### src/rtl/imm_encoder_pkg.sv
// Shared immediate-format codes, error codes and range helper for the immediate encoder.
package imm_encoder_pkg;

  localparam logic [2:0] IMM_U   = 3'b000;
  localparam logic [2:0] IMM_I   = 3'b001;
  localparam logic [2:0] IMM_ISH = 3'b010;
  localparam logic [2:0] IMM_S   = 3'b011;
  localparam logic [2:0] IMM_B   = 3'b100;
  localparam logic [2:0] IMM_J   = 3'b101;

  localparam logic [1:0] ERR_OK       = 2'b00;
  localparam logic [1:0] ERR_RANGE    = 2'b01;
  localparam logic [1:0] ERR_MISALIGN = 2'b10;
  localparam logic [1:0] ERR_ILLEGAL  = 2'b11;

  // True when v[31:msb] are all equal, i.e. v fits a signed field whose sign bit is msb.
  function automatic logic fits_signed(input logic [31:0] v, input int unsigned msb);
    logic signed [31:0] s;
    s = $signed(v) >>> msb;
    return (s == '0) || (s == '1);
  endfunction

endpackage

### src/rtl/imm_encoder_scatter.sv
// Combinational immediate scatter and error detection for one instruction word.
// Range/misalignment checks are present only when IMM_RANGE_CHECK_EN is defined.
module imm_scatter
  import imm_encoder_pkg::*;
(
  input  logic [2:0]  i_sel,
  input  logic [31:0] i_imm,
  input  logic [31:0] i_base,
  output logic [31:0] o_instr,
  output logic [1:0]  o_err
);

  logic w_illegal;
  logic w_range;
  logic w_misalign;

`ifdef IMM_RANGE_CHECK_EN
  always_comb begin
    w_range    = 1'b0;
    w_misalign = 1'b0;
    case (i_sel)
      IMM_U:        w_range = |i_imm[11:0];
      IMM_I, IMM_S: w_range = !fits_signed(i_imm, 11);
      IMM_ISH:      w_range = |i_imm[31:6];
      IMM_B: begin
        w_range    = !fits_signed(i_imm, 12);
        w_misalign = i_imm[0];
      end
      IMM_J: begin
        w_range    = !fits_signed(i_imm, 20);
        w_misalign = i_imm[0];
      end
      default: ;
    endcase
  end
`else
  assign w_range    = 1'b0;
  assign w_misalign = 1'b0;
`endif

  always_comb begin
    o_instr   = i_base;
    w_illegal = 1'b0;
    case (i_sel)
      IMM_U: o_instr[31:12] = i_imm[31:12];
      IMM_I: o_instr[31:20] = i_imm[11:0];
      IMM_ISH: begin
        o_instr[31]    = 1'b0;
        o_instr[30]    = i_imm[5];
        o_instr[29:25] = 5'b0;
        o_instr[24:20] = i_imm[4:0];
      end
      IMM_S: begin
        o_instr[31:25] = i_imm[11:5];
        o_instr[11:7]  = i_imm[4:0];
      end
      IMM_B: begin
        o_instr[31]    = i_imm[12];
        o_instr[30:25] = i_imm[10:5];
        o_instr[11:8]  = i_imm[4:1];
        o_instr[7]     = i_imm[11];
      end
      IMM_J: begin
        o_instr[31]    = i_imm[20];
        o_instr[30:21] = i_imm[10:1];
        o_instr[20]    = i_imm[11];
        o_instr[19:12] = i_imm[19:12];
      end
      default: w_illegal = 1'b1;
    endcase

    if (w_illegal)       o_err = ERR_ILLEGAL;
    else if (w_misalign) o_err = ERR_MISALIGN;
    else if (w_range)    o_err = ERR_RANGE;
    else                 o_err = ERR_OK;
  end

endmodule

### src/rtl/imm_encoder.sv
// Two-stage pipelined immediate encoder with valid/ready handshakes and a word address counter.
// Optional range/misalignment checking is enabled by defining IMM_RANGE_CHECK_EN.
module imm_encoder
  import imm_encoder_pkg::*;
#(
  parameter int unsigned ADDR_W   = 32,
  parameter int unsigned ERRCNT_W = 8
) (
  input  logic                CLK,
  input  logic                RESET,
  input  logic                in_valid,
  output logic                in_ready,
  input  logic [2:0]          imm_select,
  input  logic [31:0]         imm_value,
  input  logic [31:0]         base_instr,
  input  logic                addr_load,
  input  logic [ADDR_W-1:0]   addr_load_val,
  output logic                out_valid,
  input  logic                out_ready,
  output logic [31:0]         out_instr,
  output logic [ADDR_W-1:0]   out_addr,
  output logic [1:0]          out_err,
  output logic [ERRCNT_W-1:0] err_count
);

  logic                r_a_valid;
  logic [2:0]          r_a_sel;
  logic [31:0]         r_a_imm;
  logic [31:0]         r_a_base;
  logic                r_b_valid;
  logic [31:0]         r_out_instr;
  logic [ADDR_W-1:0]   r_out_addr;
  logic [1:0]          r_out_err;
  logic [ADDR_W-1:0]   r_next_addr;
  logic [ERRCNT_W-1:0] r_err_count;

  logic                w_b_can_load;
  logic                w_b_take;
  logic                w_in_fire;
  logic                w_out_fire;
  logic [31:0]         w_enc_instr;
  logic [1:0]          w_enc_err;
  logic [ADDR_W-1:0]   w_load_addr;
  logic [ADDR_W-1:0]   w_word_addr;

  assign w_b_can_load = !r_b_valid || out_ready;
  assign in_ready     = !r_a_valid || w_b_can_load;
  assign w_in_fire    = in_valid && in_ready;
  assign w_b_take     = w_b_can_load && r_a_valid;
  assign w_out_fire   = r_b_valid && out_ready;
  assign w_load_addr  = addr_load_val & ~ADDR_W'(3);
  assign w_word_addr  = addr_load ? w_load_addr : r_next_addr;

  imm_scatter u_scatter (
    .i_sel   (r_a_sel),
    .i_imm   (r_a_imm),
    .i_base  (r_a_base),
    .o_instr (w_enc_instr),
    .o_err   (w_enc_err)
  );

  always_ff @(posedge CLK or posedge RESET) begin
    if (RESET) begin
      r_a_valid <= 1'b0;
      r_a_sel   <= 3'b0;
      r_a_imm   <= 32'b0;
      r_a_base  <= 32'b0;
    end else begin
      if (in_ready) r_a_valid <= in_valid;
      if (w_in_fire) begin
        r_a_sel  <= imm_select;
        r_a_imm  <= imm_value;
        r_a_base <= base_instr;
      end
    end
  end

  // Output data only changes when a new word is taken, so it holds under backpressure.
  always_ff @(posedge CLK or posedge RESET) begin
    if (RESET) begin
      r_b_valid   <= 1'b0;
      r_out_instr <= 32'b0;
      r_out_addr  <= '0;
      r_out_err   <= ERR_OK;
      r_next_addr <= '0;
    end else begin
      if (w_b_can_load) r_b_valid <= r_a_valid;
      if (w_b_take) begin
        r_out_instr <= w_enc_instr;
        r_out_err   <= w_enc_err;
        r_out_addr  <= w_word_addr;
        r_next_addr <= w_word_addr + ADDR_W'(4);
      end else if (addr_load) begin
        r_next_addr <= w_load_addr;
      end
    end
  end

  always_ff @(posedge CLK or posedge RESET) begin
    if (RESET) begin
      r_err_count <= '0;
    end else if (w_out_fire && (r_out_err != ERR_OK) && (r_err_count != '1)) begin
      r_err_count <= r_err_count + ERRCNT_W'(1);
    end
  end

  assign out_valid = r_b_valid;
  assign out_instr = r_out_instr;
  assign out_addr  = r_out_addr;
  assign out_err   = r_out_err;
  assign err_count = r_err_count;

endmodule

### config.mk
export PLATFORM = sky130hd
export DESIGN_NAME = imm_encoder
export DESIGN_NICKNAME = d
export VERILOG_FILES = /design/src/rtl/imm_encoder_pkg.sv /design/src/rtl/imm_encoder_scatter.sv /design/src/rtl/imm_encoder.sv
export SDC_FILE = /design/constraint.sdc
export NUM_CORES = 1
export LEC_CHECK = 0
export BUFFER_PORTS_ARGS = -buffer_cell sky130_fd_sc_hd__buf_4
export CAP_MARGIN = 10
export CORE_MARGIN = 2
export CORE_UTILIZATION = 36
export DETAILED_ROUTE_END_ITERATION = 16
export SYNTH_ARGS = -nofsm -noshare
export SYNTH_HDL_FRONTEND = slang
export SYNTH_SLANG_ARGS = --single-unit
### constraint.sdc
create_clock -name CLK -period 14.2 [get_ports CLK]
set_clock_uncertainty 0.1 [all_clocks]
set_input_delay 1.42 -clock CLK [delete_from_list [all_inputs] [get_ports CLK]]
set_output_delay 1.42 -clock CLK [all_outputs]
set_load 0.01 [all_outputs]
==> results.toml, run 1 <==
[status]
outcome = "completed"

[route]
wl_per_cell_um = 16.0
postRouteAntennaNets = 0
drtIter0Drc = 236
drc = 0
drt-total-wl_um = 18100
vias = 5533
dr.pass1.iters = 4
drt-vias-per-instance = 4.88

[critical_path]
rr_worst_depth = 5
worstPathRequired_ns = 12.68
arrival_ns = 2.20
crit_family = "simple AND/OR/NAND/NOR gates"
path_buf_inv = 2
cp_slowest_stage_delay_ns = 0.31
path_max_fanout = 3
cp-start-kind = "input pin"
criticalPathCategory = "in2out"
r2r_start = "out_valid"
cp_slowest_cell = "nor2b_1"
r2r_setup_slack_ns = 11.83
crit_chain = "buf_4, nor2b_1, nand2_1, buf_4"
r2r_end = "r_a_base[9]"
endpoint_kind = "output pin"
cp_common_cell = "buf_4"

[timing]
relSlewSlack_pct = 29.9
rsz0062_at_grt = "false"
min_period_ns = 3.72
setup_viol_count_final = 0
hold_viol_final = 0
tightest_slew_ns = 1.05
finalMaxSlewViolations = 0
timing.fmax_mhz = 269
setup_tns_ns = 0
worst_slack_ns = 10.48
period_share_pct = 26.2

[die]
die_h_um = 152
rows = 54
die_w_um = 152
core_area_um2 = 21600
dieArea_um2 = 23000
start_util_pct = 36.3
num_io_pins = 180

[power_and_ir_drop]
p_leak_nw = 4.55
max-vdd-ir-drop_mv = 0.0768
pwr_density_cell_nw_per_um2 = 143

[placement]
dp_hpwl_um = 12500
place_ws_ns = 10.32
gp_congestion = 0.773
portBuffers = 177

[logic_synthesis]
ys_types = 54
syn_area_per_cell_um2 = 11.6
ys_ff_latch = 174
synthArstFlopShare_pct = 100
yosys_warnings = 0
yosys_most_used_dff = "dfrtp_1"
synth_commonest_cells = "dfrtp_1 (174), nand2_1 (111), mux2_2 (73), o21ai_0 (49), mux2i_1 (33)"
synth_nets = 782
synthMostInstantiatedCell = "dfrtp_1"
synth-edff-count = 0
synth_seq_area_share_pct = 55.5
synth_area_leaders = "dfrtp_1 (55%), mux2_2 (10%), nand2_1 (5.3%)"
syn_inst = 676
synth.top_cell.area_share_pct = 55.5
syn-cell-area_um2 = 7850
synth_top_cell_by_area = "dfrtp_1"

[hold_path]
worstHoldEndpoint = "out_instr[2]"
whs_path_depth = 2
hp-class = "reg2reg"
min-delay-start = "r_a_base[2]"

[clock_network]
cts_setup_buffers = 0
clkSinkCount = 174
cts_resized = 0
root_buffer = "clkbuf_16"
hold_buffers = 0
clock_latency_ns = 0.42
path_clk_slew_ns = 0.07
numCtsBuffers = 17
cts_max_level = 4
cts_tree = "done"
max-clock-path-buffers = 2

[global_route]
grt_max_degree = 113
gr-usage-all-layers_pct = 16.0
grt_overflow_total = 0
antenna_found_initial = 0
grt_first_pass_wirelength_um = 28700
grt_pass1_vias = 5479

[layout]
seq_area_um2 = 4350
num_antenna_cells = 0
multi_input_area_um2 = 3300
drive_gt1_share_pct = 36.0
fin_nets = 947
nFillCells = 2058
area_delta_synth_final_pct = 27.2

[flow_run]
maxCapViolations = 0
## cell type report
class                      count  area share (%)
sequential                   174            43.6
multi-input combinational    459            33.0
timing repair buffer         180            13.5
clock buffer                  18            4.40
tap                          280            3.51
clock inverter                13            1.57
inverter                       9           0.388
## worst min-delay path, cell delays in order, from the launching register on
cell,delay (ns)
dfrtp_1,0.34
nand2_1,0.05
nand2_1,0.05
## worst max path at each step
stage | startpoint | to | slack [ns] | cells past startpoint
after floorplan | RESET | err_count[0] | 7.96 | 1
after global placement | addr_load | r_next_addr[16] | 10.39 | 9
after global routing | out_ready | in_ready | 10.43 | 4
after CTS | out_ready | in_ready | 10.46 | 4
final | out_ready | in_ready | 10.48 | 4
after detailed placement | addr_load | r_next_addr[16] | 10.32 | 9
## layer usage
metal | GRT usage [%] | up-vias | routed length, um
met5 | 0 | - | 0
met4 | 4.17 | 0 | 166
met3 | 6.02 | 13 | 1450
met2 | 25.2 | 135 | 8580
met1 | 20.9 | 2679 | 7910
li1 | - | 2706 | -
## logic make-up (layout without fill, tap and decap cells)
family,after synthesis,count (layout),synth area share (%)
xor gates and xnor gates,37,37,4.13
buffers and inverters,43,220,2.71
adders and majority gates,2,2,0.319
muxes,106,106,14.7
and+or+nand+nor,204,204,13.6
DFF,174,174,55.5
AOI/OAI and AO/OA,110,110,9.15
## flip-flops by register name, summed over array words and instances, names as in the netlist
register,count
out_err,1
r_a_imm,32
err_count,8
r_a_valid,1
r_a_base,32
r_a_sel,3
out_instr,32
out_valid,1
out_addr,32
r_next_addr,32
## power breakdown
group,leakage (nW),internal (mW),switching (mW)
registers,2.10,0.582,0.0574
clock network,0.291,0.268,0.210
logic,2.16,0.158,0.153
total,4.55,1.01,0.420
## cell usage in the layout, fill, tap and decap left out, types with 3 or more instances in the layout
cell type | netlist | layout
a21o_1 | 3 | 3
a21oi_1 | 14 | 14
a222oi_1 | 5 | 5
a31oi_1 | 4 | 4
a32o_1 | 8 | 8
and2b_1 | 4 | 4
buf_4 | 3 | 180
clkbuf_16 | 0 | 17
clkinv_4 | 0 | 4
dfrtp_1 | 174 | 174
inv_1 | 9 | 8
inv_6 | 0 | 4
mux2_2 | 73 | 73
mux2i_1 | 33 | 33
nand2_1 | 111 | 109
nand2b_1 | 5 | 5
nand3_1 | 15 | 15
nand3b_1 | 3 | 3
nand4_1 | 5 | 5
nand4_4 | 3 | 3
nor2_1 | 20 | 19
nor2b_1 | 11 | 11
nor3_1 | 8 | 8
nor4_2 | 4 | 4
o21ai_0 | 49 | 49
o22ai_1 | 9 | 9
o31ai_1 | 4 | 4
xnor2_1 | 25 | 25
xor2_1 | 12 | 12
## stage by stage
step           instances  hold slack, ns  util, %  power, mW  cell area (um2)
6_report            1133           0.366     46.2       1.43             9990
5_1_grt             1133           0.375     46.2       1.51             9990
4_1_cts             1133           0.367     46.2       1.45             9990
3_5_place_dp        1102           0.347     43.4      0.967             9390
3_3_place_gp        1102           0.342     43.4      0.960             9390
2_1_floorplan        676           0.333        -      0.817             7850
Power figures use the tool's default switching activity.
==> run 2: changes to the inputs <==
clock period = 3.2 ns   (was 14.2 ns; I/O delays follow)
==> results.toml, run 2 (synthesis gave the netlist of run 1 again) <==
[status]
outcome = "completed"

[global_route]
met1_usage_pct = 21.8
met3_usage_pct = 5.48
gr-usage-all-layers_pct = 16.6
grt_use_met2_pct = 26.2
grt_max_degree = 75
antenna_found_initial = 0
grt_pass1_vias = 5760
grt_first_pass_wirelength_um = 29700
grt_overflow_total = 0
busiest_layer = "met2"

[hold_path]
worstHoldEndpoint = "r_a_base[28]"
min-delay-start = "base_instr[28]"
whs_path_depth = 2
hp-class = "in2reg"

[layout]
layout_common_cells = "buf_4 (179), dfrtp_1 (174), nand2_1 (109)"
final_area_um2 = 10500
num_antenna_cells = 0
drive_gt1_share_pct = 34.7
layout_commonest_cell = "buf_4"
area_delta_synth_final_pct = 33.4
final_util_pct = 48.4
fin_nets = 992

[power_and_ir_drop]
power_mw = 6.30
max-vdd-ir-drop_mv = 0.364
pwr_density_cell_nw_per_um2 = 602
p_leak_nw = 4.75

[critical_path]
endpoint_kind = "flop"
r2r_end = "err_count[7]"
r2r_setup_slack_ns = 1.12
path_max_fanout = 6
cp_slowest_cell = "a31oi_1"
criticalPathCategory = "reg2reg"
cp-start-kind = "flop"
crit_chain = "ha_1, and3_1, a31oi_1, and4_1, nand3_1, xnor2_1"
cp_slowest_stage_delay_ns = 0.44
rr_worst_depth = 6
worstPathRequired_ns = 3.42
arrival_ns = 2.29
r2r_start = "err_count[0]"

[clock_network]
cts_tree = "done"
clkSinkCount = 174
cts_max_level = 4
clock_latency_ns = 0.44
path_clk_slew_ns = 0.08
max-clock-path-buffers = 2
cts_resized = 0
numCtsBuffers = 17
root_buffer = "clkbuf_16"

[route]
drt-total-wl_um = 18300
drc = 0
dr.pass1.iters = 5
drt-vias-per-instance = 4.87
wl_per_cell_um = 15.5
drtIter0Drc = 242
vias = 5744
postRouteAntennaNets = 0

[die]
core_area_um2 = 21600
die_h_um = 152
die_w_um = 152
start_util_pct = 36.3
dieArea_um2 = 23000
rows = 54
num_io_pins = 180

[timing]
period_share_pct = 65.0
relSlewSlack_pct = 46.9
timing.fmax_mhz = 481
hold_viol_final = 0
min_period_ns = 2.08
rsz0062_at_grt = "false"
tightest_slew_ns = 0.795
setup_tns_ns = 0
finalMaxSlewViolations = 0
setup_viol_count_final = 0

[flow_run]
maxCapViolations = 0

[placement]
gp_congestion = 0.777
dpl_cell_area_um2 = 9480
dp_hpwl_um = 12700
portBuffers = 177
[run 2: changes by cell type in the layout (fill, tap and decap cells not counted), sizes merged]
cell	previous run	this run
dlygate4sd3	0	41
buf	180	184
clkinvlp	1	3
inv	14	15
bufinv	2	0
clkinv	5	6
clkbuf	18	17
[run 2: final cells by class]
cell class | count | area [um2]
inverter | 9 | 37.5
multi-input combinational | 459 | 3300
fill | 1982 | 11100
timing repair buffer | 225 | 1850
sequential | 174 | 4350
clock buffer | 17 | 425
clock inverter | 15 | 153
tap | 280 | 350
[run 2: worst max-delay path by stage]
stage	slack, ns	depth (start not counted)	from	to
floorplan	0.56	1	RESET	err_count[0]
global placement	0.73	9	addr_load	r_next_addr[30]
detailed placement	0.67	9	addr_load	r_next_addr[16]
CTS	1.10	6	err_count[0]	err_count[7]
global route	0.93	6	err_count[0]	err_count[5]
finish	1.12	6	err_count[0]	err_count[7]
[run 2: repair_timing]
action | CTS | global route
buffers inserted | 0 | 0
endpoints found under the hold margin | 66 | 3
hold buffers | 38 | 3
[run 2: worst max-delay path, delay by kind of cell, from the launching register on]
| family | cells | cell delay [ns] |
|---|---|---|
| adders and majority gates | 1 | 0.22 |
| AOI/OAI and AO/OA | 1 | 0.44 |
| DFF | 1 | 0.42 |
| and+or+nand+nor | 3 | 0.65 |
| xor gates and xnor gates | 1 | 0.14 |
[run 2: layer usage]
layer	wire length [um]	up-vias
met4	213	0
li1	-	2805
met3	1300	17
met1	8160	2784
met5	0	-
met2	8610	138
[run 2: stage by stage]
step                hold slack [ns]  instances  worst slack (ns)
finish                       0.0145       1179              1.12
global route               0.000177       1179             0.928
CTS                        0.000377       1176              1.10
detailed placement            0.345       1106             0.674
global placement              0.344       1106             0.733
floorplan                     0.328        676             0.555
[run 2: report_power, final]
part           switching [mW]  internal, mW
registers               0.260          2.58
logic                   0.685         0.746
clock network           0.986          1.04
==> run 3: changes to the inputs <==
clock period = 2 ns   (was 3.2 ns; I/O delays follow)
==> results.toml, run 3 (synthesis gave the netlist of run 1 again) <==
[layout]
area_delta_synth_final_pct = 41.6
layout_common_cells = "buf_4 (211), dfrtp_1 (174), nand2_1 (109)"
fin_nets = 1057
layout_commonest_cell = "buf_4"
drive_gt1_share_pct = 36.7
stdcell_count = 1244
final_util_pct = 51.4
num_antenna_cells = 0
final_area_um2 = 11100

[route]
drt-total-wl_um = 19300
drt-vias-per-instance = 4.82
dr.pass1.iters = 4
vias = 5996
postRouteAntennaNets = 0
wl_per_cell_um = 15.5
drtIter0Drc = 255
drc = 0

[clock_network]
clkSinkCount = 174
cts_max_level = 4
numCtsBuffers = 17
root_buffer = "clkbuf_16"
path_clk_slew_ns = 0.08
max-clock-path-buffers = 2
cts_tree = "done"
clock_latency_ns = 0.43

[critical_path]
path_max_fanout = 8
rr_worst_depth = 6
endpoint_kind = "flop"
worstPathRequired_ns = 2.26
cp-start-kind = "input pin"
r2r_setup_slack_ns = 0.14
criticalPathCategory = "in2reg"
arrival_ns = 2.12

[die]
core_area_um2 = 21600
rows = 54
die_w_um = 152
dieArea_um2 = 23000
num_io_pins = 180
die_h_um = 152
start_util_pct = 36.3

[global_route]
gr-usage-all-layers_pct = 17.1
antenna_found_initial = 0
grt_pass1_vias = 6112
grt_first_pass_wirelength_um = 31000
grt_overflow_total = 0
grt_max_degree = 90

[timing]
timing.fmax_mhz = 538
setup_viol_count_final = 0
finalMaxSlewViolations = 0
hold_viol_final = 0
tightest_slew_ns = 0.507
worst_slack_ns = 0.141
period_share_pct = 93.0
min_period_ns = 1.86
rsz0062_at_grt = "false"
relSlewSlack_pct = 66.2

[power_and_ir_drop]
max-vdd-ir-drop_mv = 0.565
p_sw_share_pct = 30.6
power_mw = 10.5
pwr_density_cell_nw_per_um2 = 942
pwr-share-comb_pct = 23.6
power_frac_seq_pct = 43.5
clock_power_share_pct = 33.0
p_switching_mw = 3.21
p_int_mw = 7.27
p_leak_nw = 5.06

[placement]
place_ws_ns = -0.0571
gp_congestion = 0.830
dpl_cell_area_um2 = 9760
place_inst = 1138
dp_hpwl_um = 13400
portBuffers = 177

[hold_path]
hp-class = "in2reg"
whs_path_depth = 3

[status]
outcome = "completed"

[flow_run]
maxCapViolations = 0
-- run 3: path summary, 6_finish.rpt --
check | startpoint | to
hold / removal | addr_load_val[30] | out_addr[30]
setup reg to reg | r_next_addr[8] | r_next_addr[17]
max in group asynchronous | RESET | out_instr[31]
hold reg to reg | r_a_base[5] | out_instr[5]
min in group asynchronous | RESET | r_next_addr[28]
setup / recovery | addr_load_val[8] | r_next_addr[17]
-- run 3: power by group through the flow --
stage	clock network (mW)	logic [mW]	registers [mW]
floorplan	0	1.15	4.67
global placement	0	2.35	4.60
detailed placement	0	2.38	4.62
CTS	3.55	2.50	4.56
global route	3.69	2.75	4.65
finish	3.46	2.47	4.55
-- run 3: cell type report --
class	instances	area, um2
clock buffer	17	425
clock inverter	15	188
fill	1968	10500
inverter	9	37.5
multi-input combinational	459	3340
sequential	174	4350
tap	280	350
timing repair buffer	290	2420
-- run 3: what timing repair did --
item	CTS	global route
endpoints found under the setup margin	0	6
gates resized for setup	0	3
setup buffers	0	0
endpoints found under the hold margin	82	0
hold buffers	74	0
-- run 3: worst max-delay path, cell delays in order --
cell           delay (ns)
dlygate4sd3_1        0.53
buf_4                0.13
nand4_1              0.18
a211oi_4             0.38
nand4_4              0.23
buf_4                0.21
nor2b_1              0.13
xnor2_1              0.13
-- run 3: through the flow --
step	hold WS [ns]	TNS, ns
floorplan	0.208	-92.54
global placement	0.0757	-0.0300
detailed placement	0.0789	-0.0988
CTS	0.00280	0
global route	0.0119	0
finish	0.0234	0
-- run 3: metal layers --
metal / GRT usage [%] / vias to the layer above / share of wire [%]
met5: 0 / - / 0
met4: 3.94 / 0 / 0.60
met3: 5.51 / 11 / 6.9
met2: 27.4 / 144 / 48
met1: 22.8 / 2918 / 45
li1: - / 2923 / -
